--- src/rtl/stepper_seq.sv ---
// Unipolar/bipolar stepper sequencer: paced phase stepping through an 8-entry coil table.
// Latched per-move config; registered coil drives; done/aborted pulse one cycle after move end.
module stepper_seq #(
  parameter int PRD_W = 16,
  parameter int CNT_W = 16
) (
  input  logic             mclk,
  input  logic             reset,
  input  logic             cfg_en,
  input  logic             cfg_half,
  input  logic             cfg_dir,
  input  logic [PRD_W-1:0] cfg_period,
  input  logic             cfg_hold,
  input  logic             cmd_valid,
  input  logic [CNT_W-1:0] cmd_steps,
  output logic             cmd_ready,
  input  logic             cmd_abort,
  output logic             sm_a1,
  output logic             sm_a2,
  output logic             sm_b1,
  output logic             sm_b2,
  output logic             busy,
  output logic             done,
  output logic             aborted,
  output logic [CNT_W-1:0] steps_left,
  output logic [2:0]       phase
);

  typedef enum logic {IDLE, RUN} state_e;

  state_e           state_q, state_d;
  logic [2:0]       phase_q, phase_d;
  logic [CNT_W-1:0] steps_q, steps_d;
  logic [PRD_W-1:0] presc_q, presc_d;
  logic [PRD_W-1:0] period_q, period_d;
  logic             dir_q, dir_d;
  logic             half_q, half_d;
  logic [3:0]       coils_q, coils_d;
  logic             fin_q, fin_d;
  logic             abt_q, abt_d;
  logic             done_q, done_d;
  logic             aborted_q, aborted_d;
  logic             last_step;

  function automatic logic [3:0] coil_tbl(input logic [2:0] p);
    logic [3:0] c;
    case (p)
      3'd0:    c = 4'b1000;
      3'd1:    c = 4'b1010;
      3'd2:    c = 4'b0010;
      3'd3:    c = 4'b0110;
      3'd4:    c = 4'b0100;
      3'd5:    c = 4'b0101;
      3'd6:    c = 4'b0001;
      default: c = 4'b1001;
    endcase
    return c;
  endfunction

  // Full-step from an even phase moves by one so the rotor lands on a two-coil position.
  function automatic logic [2:0] next_phase(input logic [2:0] p, input logic half, input logic dir);
    logic [2:0] inc;
    inc = (half || !p[0]) ? 3'd1 : 3'd2;
    return dir ? p + inc : p - inc;
  endfunction

  assign last_step = (presc_q == '0) && (steps_q == CNT_W'(1));

  always_comb begin
    state_d   = state_q;
    phase_d   = phase_q;
    steps_d   = steps_q;
    presc_d   = presc_q;
    period_d  = period_q;
    dir_d     = dir_q;
    half_d    = half_q;
    fin_d     = 1'b0;
    abt_d     = 1'b0;
    done_d    = fin_q;
    aborted_d = abt_q;
    case (state_q)
      IDLE: begin
        if (cmd_valid && cfg_en) begin
          dir_d    = cfg_dir;
          half_d   = cfg_half;
          period_d = cfg_period;
          steps_d  = cmd_steps;
          presc_d  = cfg_period;
          if (cmd_steps == '0) fin_d = 1'b1;
          else                 state_d = RUN;
        end
      end
      RUN: begin
        // The final step wins over a coincident abort.
        if (last_step) begin
          phase_d = next_phase(phase_q, half_q, dir_q);
          steps_d = steps_q - CNT_W'(1);
          presc_d = period_q;
          state_d = IDLE;
          fin_d   = 1'b1;
        end else if (cmd_abort || !cfg_en) begin
          state_d = IDLE;
          fin_d   = 1'b1;
          abt_d   = 1'b1;
        end else if (presc_q == '0) begin
          phase_d = next_phase(phase_q, half_q, dir_q);
          steps_d = steps_q - CNT_W'(1);
          presc_d = period_q;
        end else begin
          presc_d = presc_q - PRD_W'(1);
        end
      end
      default: state_d = IDLE;
    endcase
    coils_d = (state_d == RUN || cfg_hold) ? coil_tbl(phase_d) : 4'b0000;
  end

  always_ff @(posedge mclk or posedge reset) begin
    if (reset) begin
      state_q   <= IDLE;
      phase_q   <= '0;
      steps_q   <= '0;
      presc_q   <= '0;
      period_q  <= '0;
      dir_q     <= 1'b0;
      half_q    <= 1'b0;
      coils_q   <= 4'b0000;
      fin_q     <= 1'b0;
      abt_q     <= 1'b0;
      done_q    <= 1'b0;
      aborted_q <= 1'b0;
    end else begin
      state_q   <= state_d;
      phase_q   <= phase_d;
      steps_q   <= steps_d;
      presc_q   <= presc_d;
      period_q  <= period_d;
      dir_q     <= dir_d;
      half_q    <= half_d;
      coils_q   <= coils_d;
      fin_q     <= fin_d;
      abt_q     <= abt_d;
      done_q    <= done_d;
      aborted_q <= aborted_d;
    end
  end

  assign cmd_ready  = (state_q == IDLE) && cfg_en;
  assign busy       = (state_q == RUN);
  assign done       = done_q;
  assign aborted    = aborted_q;
  assign steps_left = steps_q;
  assign phase      = phase_q;
  assign {sm_a1, sm_a2, sm_b1, sm_b2} = coils_q;

endmodule

--- config.mk ---
export PLATFORM = sky130hd
export DESIGN_NAME = stepper_seq
export DESIGN_NICKNAME = d
export VERILOG_FILES = /design/src/rtl/stepper_seq.sv
export SDC_FILE = /design/constraint.sdc
export NUM_CORES = 1
export LEC_CHECK = 0
export CAP_MARGIN = 5
export CORE_MARGIN = 4
export CORE_UTILIZATION = 44
export CTS_BUF_LIST = sky130_fd_sc_hd__clkbuf_4 sky130_fd_sc_hd__clkbuf_8
export CTS_CLUSTER_DIAMETER = 150
export DETAILED_ROUTE_END_ITERATION = 16
export DONT_BUFFER_PORTS = 1
export PLACE_DENSITY_LB_ADDON = 0.12
export SKIP_CTS_REPAIR_TIMING = 1
export SLEW_MARGIN = 25
export SYNTH_ARGS = -nofsm -noshare
export SYNTH_HDL_FRONTEND = slang
export SYNTH_SLANG_ARGS = --single-unit
--- constraint.sdc ---
create_clock -name mclk -period 2.01 [get_ports mclk]
set_input_delay 0.201 -clock mclk [delete_from_list [all_inputs] [get_ports mclk]]
set_output_delay 0.201 -clock mclk [all_outputs]
set_load 0.005 [all_outputs]
==> results.sh <==
export IMPL_worstReg2RegEnd="steps_left[15]"
export IMPL_cts_buffers=9
export IMPL_crit_reg2reg_launch="steps_left[7]"
export IMPL_finalWirelength_um=10570
export IMPL_cp_start_kind="flop"
export IMPL_hp_class="in2reg"
export IMPL_nets=520
export IMPL_diodes=0
export IMPL_seq_power_share_pct=37.9
export IMPL_fill_cells=662
export IMPL_grt_pass1_wl_um=16950
export IMPL_track_usage_pct=21.55
export IMPL_yosysWarnings=0
export IMPL_grt_pass1_vias=3451
export IMPL_critPathKind="reg2reg"
export IMPL_final_common_cell="buf_4"
export IMPL_violations="hold timing, setup timing"
export IMPL_final_area_mm2=0.005035
export IMPL_yosysTopAreaCell="dfrtp_1"
export IMPL_total_power_w=0.004434
export IMPL_p_per_area_mw_per_mm2=880.6
export IMPL_clkLatencyLatePin_ns=0.35
export IMPL_tns_ns=-4.502
export IMPL_status="complete, but fails checks"
export IMPL_clk_pin_slew_ns=0.07
export IMPL_place_congestion=0.8604
export IMPL_cts_max_path_buffers=2
export IMPL_period_minus_slack_ns=2.319
export IMPL_clkPwrFrac_pct=29.9
export IMPL_maxCapViolCount=0
export IMPL_reg2reg_depth=6
export IMPL_antenna_left=0
export IMPL_p_sw_share_pct=31.71
export IMPL_route_detailed_drc=0
export IMPL_final_cell_mix="82 x buf_4, 59 x dfrtp_1, 41 x nand2_1, 29 x nor2_1, 18 x mux2_2"
export IMPL_drive_above_1_share_pct=40.42
export IMPL_antenna_found_initial=0
export IMPL_worstMarginPinSlew_ns=0.4925
export IMPL_dr_pass1_iters=4
export IMPL_dp_hpwl_um=7574
export IMPL_finalSetupViolCount=33
export IMPL_required_ns=2.24
export IMPL_portBuffers=0
export IMPL_start_util_pct=45.95
export IMPL_setup_ws_ns=-0.3086
export IMPL_worstSetupEndpointType="flop"
export IMPL_numClockSinks=62
export IMPL_die_area_mm2=0.009661
export IMPL_synth_nets=423
export IMPL_synth_area_mm2=0.003587
export IMPL_maxSlewHeadroom_pct=66.87
export IMPL_hold_violations=1
export IMPL_ios=67
export IMPL_fin_crit_sh_pct=115.4
export IMPL_crit_fanout=3
export IMPL_synth_distinct_cells=64
export IMPL_overflow=0
export IMPL_hold_end="presc_q[0]"
export IMPL_synthToLayoutAreaGrowth_pct=40.36
export IMPL_ir_drop_uv=439.5
export IMPL_drtIter0Drc=129
export IMPL_avgSynthCellArea_um2=9.490
export IMPL_crit_arrival_ns=2.55
export IMPL_synth_seq_area_share_pct=43.25
export IMPL_timing_hold_worst_start="cfg_period[0]"
export IMPL_synth_top_area_share_pct=43.25
export IMPL_p_int_w=0.003028
export IMPL_async_reset_ff_share_pct=100.0
export IMPL_cts_root_buffer="clkbuf_8"
export IMPL_fmax_ghz=0.4313
export IMPL_synth_main_ff_cell="dfrtp_1"
export IMPL_p_switching_w=0.001406
export IMPL_p_leak_nw=2.051
export IMPL_postSynthCellCount=378
export IMPL_h_tree_depth=3
export IMPL_rsz0062_at_grt="true"
export IMPL_synth_edf_count=0
export IMPL_cts_tree="built"
export IMPL_chipWidth_um=98.29
export IMPL_synth_area_top_cells="dfrtp_1 43%, mux2_2 5.7%, nand2_1 4.3%"
export IMPL_regToRegSetupSlack_ns=-0.31
export IMPL_grt_start_max_net_pins=63
export IMPL_vias=3353
export IMPL_finalMaxSlewViolations=0
export IMPL_place_ws_ns=-0.3270
export IMPL_finalClockSkew_ns=0.007414
export IMPL_row_count=32
export IMPL_via_per_inst=5.761
export IMPL_dieHeight_um=98.29
export IMPL_core_area_mm2=0.007807
export IMPL_post_dp_cell_area_mm2=0.004352
export IMPL_yosys_register_bits=62
export IMPL_comb_power_share_pct=32.2
export IMPL_hold_ws_ns=-0.001136
export IMPL_routedWlPerCell_um=18.17
export IMPL_hold_depth=1
==> synthesized netlist by cell type (all sizes together), types with 2 or more instances <==
cell type and count:
o211ai 3, nor3 17, clkbuf 13, nor2b 2
a21oi 19, o21a 4, o311a 2, a22o 9
a211oi 3, ha 4, nand4 7, o22ai 5
o311ai 3, or4 4, a31oi 14, dfrtp 62
nor4 12, nor3b 2, mux2i 3, a22oi 2
a32o 3, inv 10, mux2 18, o22a 3
nor2 34, buf 7, or3 7, nand2b 3
o41ai 2, o32ai 2, and2 3, nand3 12
nand3b 3, or2 4, nand2 41, o31ai 4
o21ai 16, and2b 2
==> per-layer routing <==
layer / vias to the layer above / track usage [%] / share of wire, %
met5: - / 0 / 0
met3: 14 / 6.071 / 6.0
met1: 1643 / 27.18 / 43
li1: 1611 / - / -
met4: 0 / 5.672 / 1.5
met2: 85 / 36.35 / 50
==> registers in the layout, indices dropped and copies added, names as in the netlist, 3 cells and up <==
| register | cells |
|---|---|
| period_q | 16 |
| presc_q | 16 |
| steps_left | 16 |
| coils_q | 4 |
| phase | 3 |
==> logic make-up after synthesis <==
group / share of synthesized area, %
compound gates: 21.21
xor+xnor: 0.2442
fa+ha+maj: 1.953
buf+inv: 3.558
flops: 43.25
mux: 6.488
simple gates: 23.30
==> worst max-delay path, stage by stage (launching register included) <==
cell     delay, ns
dfrtp_2       0.43
or4_4         0.54
or3_4         0.36
or3_4         0.41
nor3_4        0.16
a31oi_1       0.11
o22a_1        0.21
==> through the flow <==
stage	hold WS, ns	cells	util [%]
4_1_cts	-0.1865	567	58.78
5_1_grt	0.0007024	582	64.49
2_1_floorplan	0.3312	378	-
3_5_place_dp	0.1888	551	55.74
3_3_place_gp	0.1794	551	55.74
6_report	-0.001136	582	64.49
==> worst max path at each step <==
stage                  start              to  slack [ns]
6_report       steps_left[7]  steps_left[15]       -0.31
4_1_cts        steps_left[1]     presc_q[11]       -0.36
3_5_place_dp   steps_left[1]     presc_q[11]       -0.33
2_1_floorplan  steps_left[7]  steps_left[15]       -0.22
5_1_grt        steps_left[1]     presc_q[12]       -0.35
3_3_place_gp   steps_left[7]  steps_left[15]       -0.21
==> power groups by stage <==
stage	Sequential (W)	Combinational [W]	Clock [W]
floorplan	0.00173	0.000612	0
global placement	0.00168	0.00122	0
detailed placement	0.00168	0.00124	0
CTS	0.00166	0.00125	0.00134
global route	0.00171	0.00158	0.00140
finish	0.00168	0.00143	0.00133
==> area by class of cell <==
type | count | area (um^2) | share of cell area [%]
clock buffer | 13 | 172.7 | 3.429
inverter | 10 | 37.54 | 0.7455
tap | 102 | 127.6 | 2.535
timing repair buffer | 106 | 910.9 | 18.09
clock inverter | 3 | 65.06 | 1.292
multi-input combinational | 286 | 2166 | 43.02
sequential | 62 | 1555 | 30.89
Note: power is estimated with default switching activity, not from simulation.
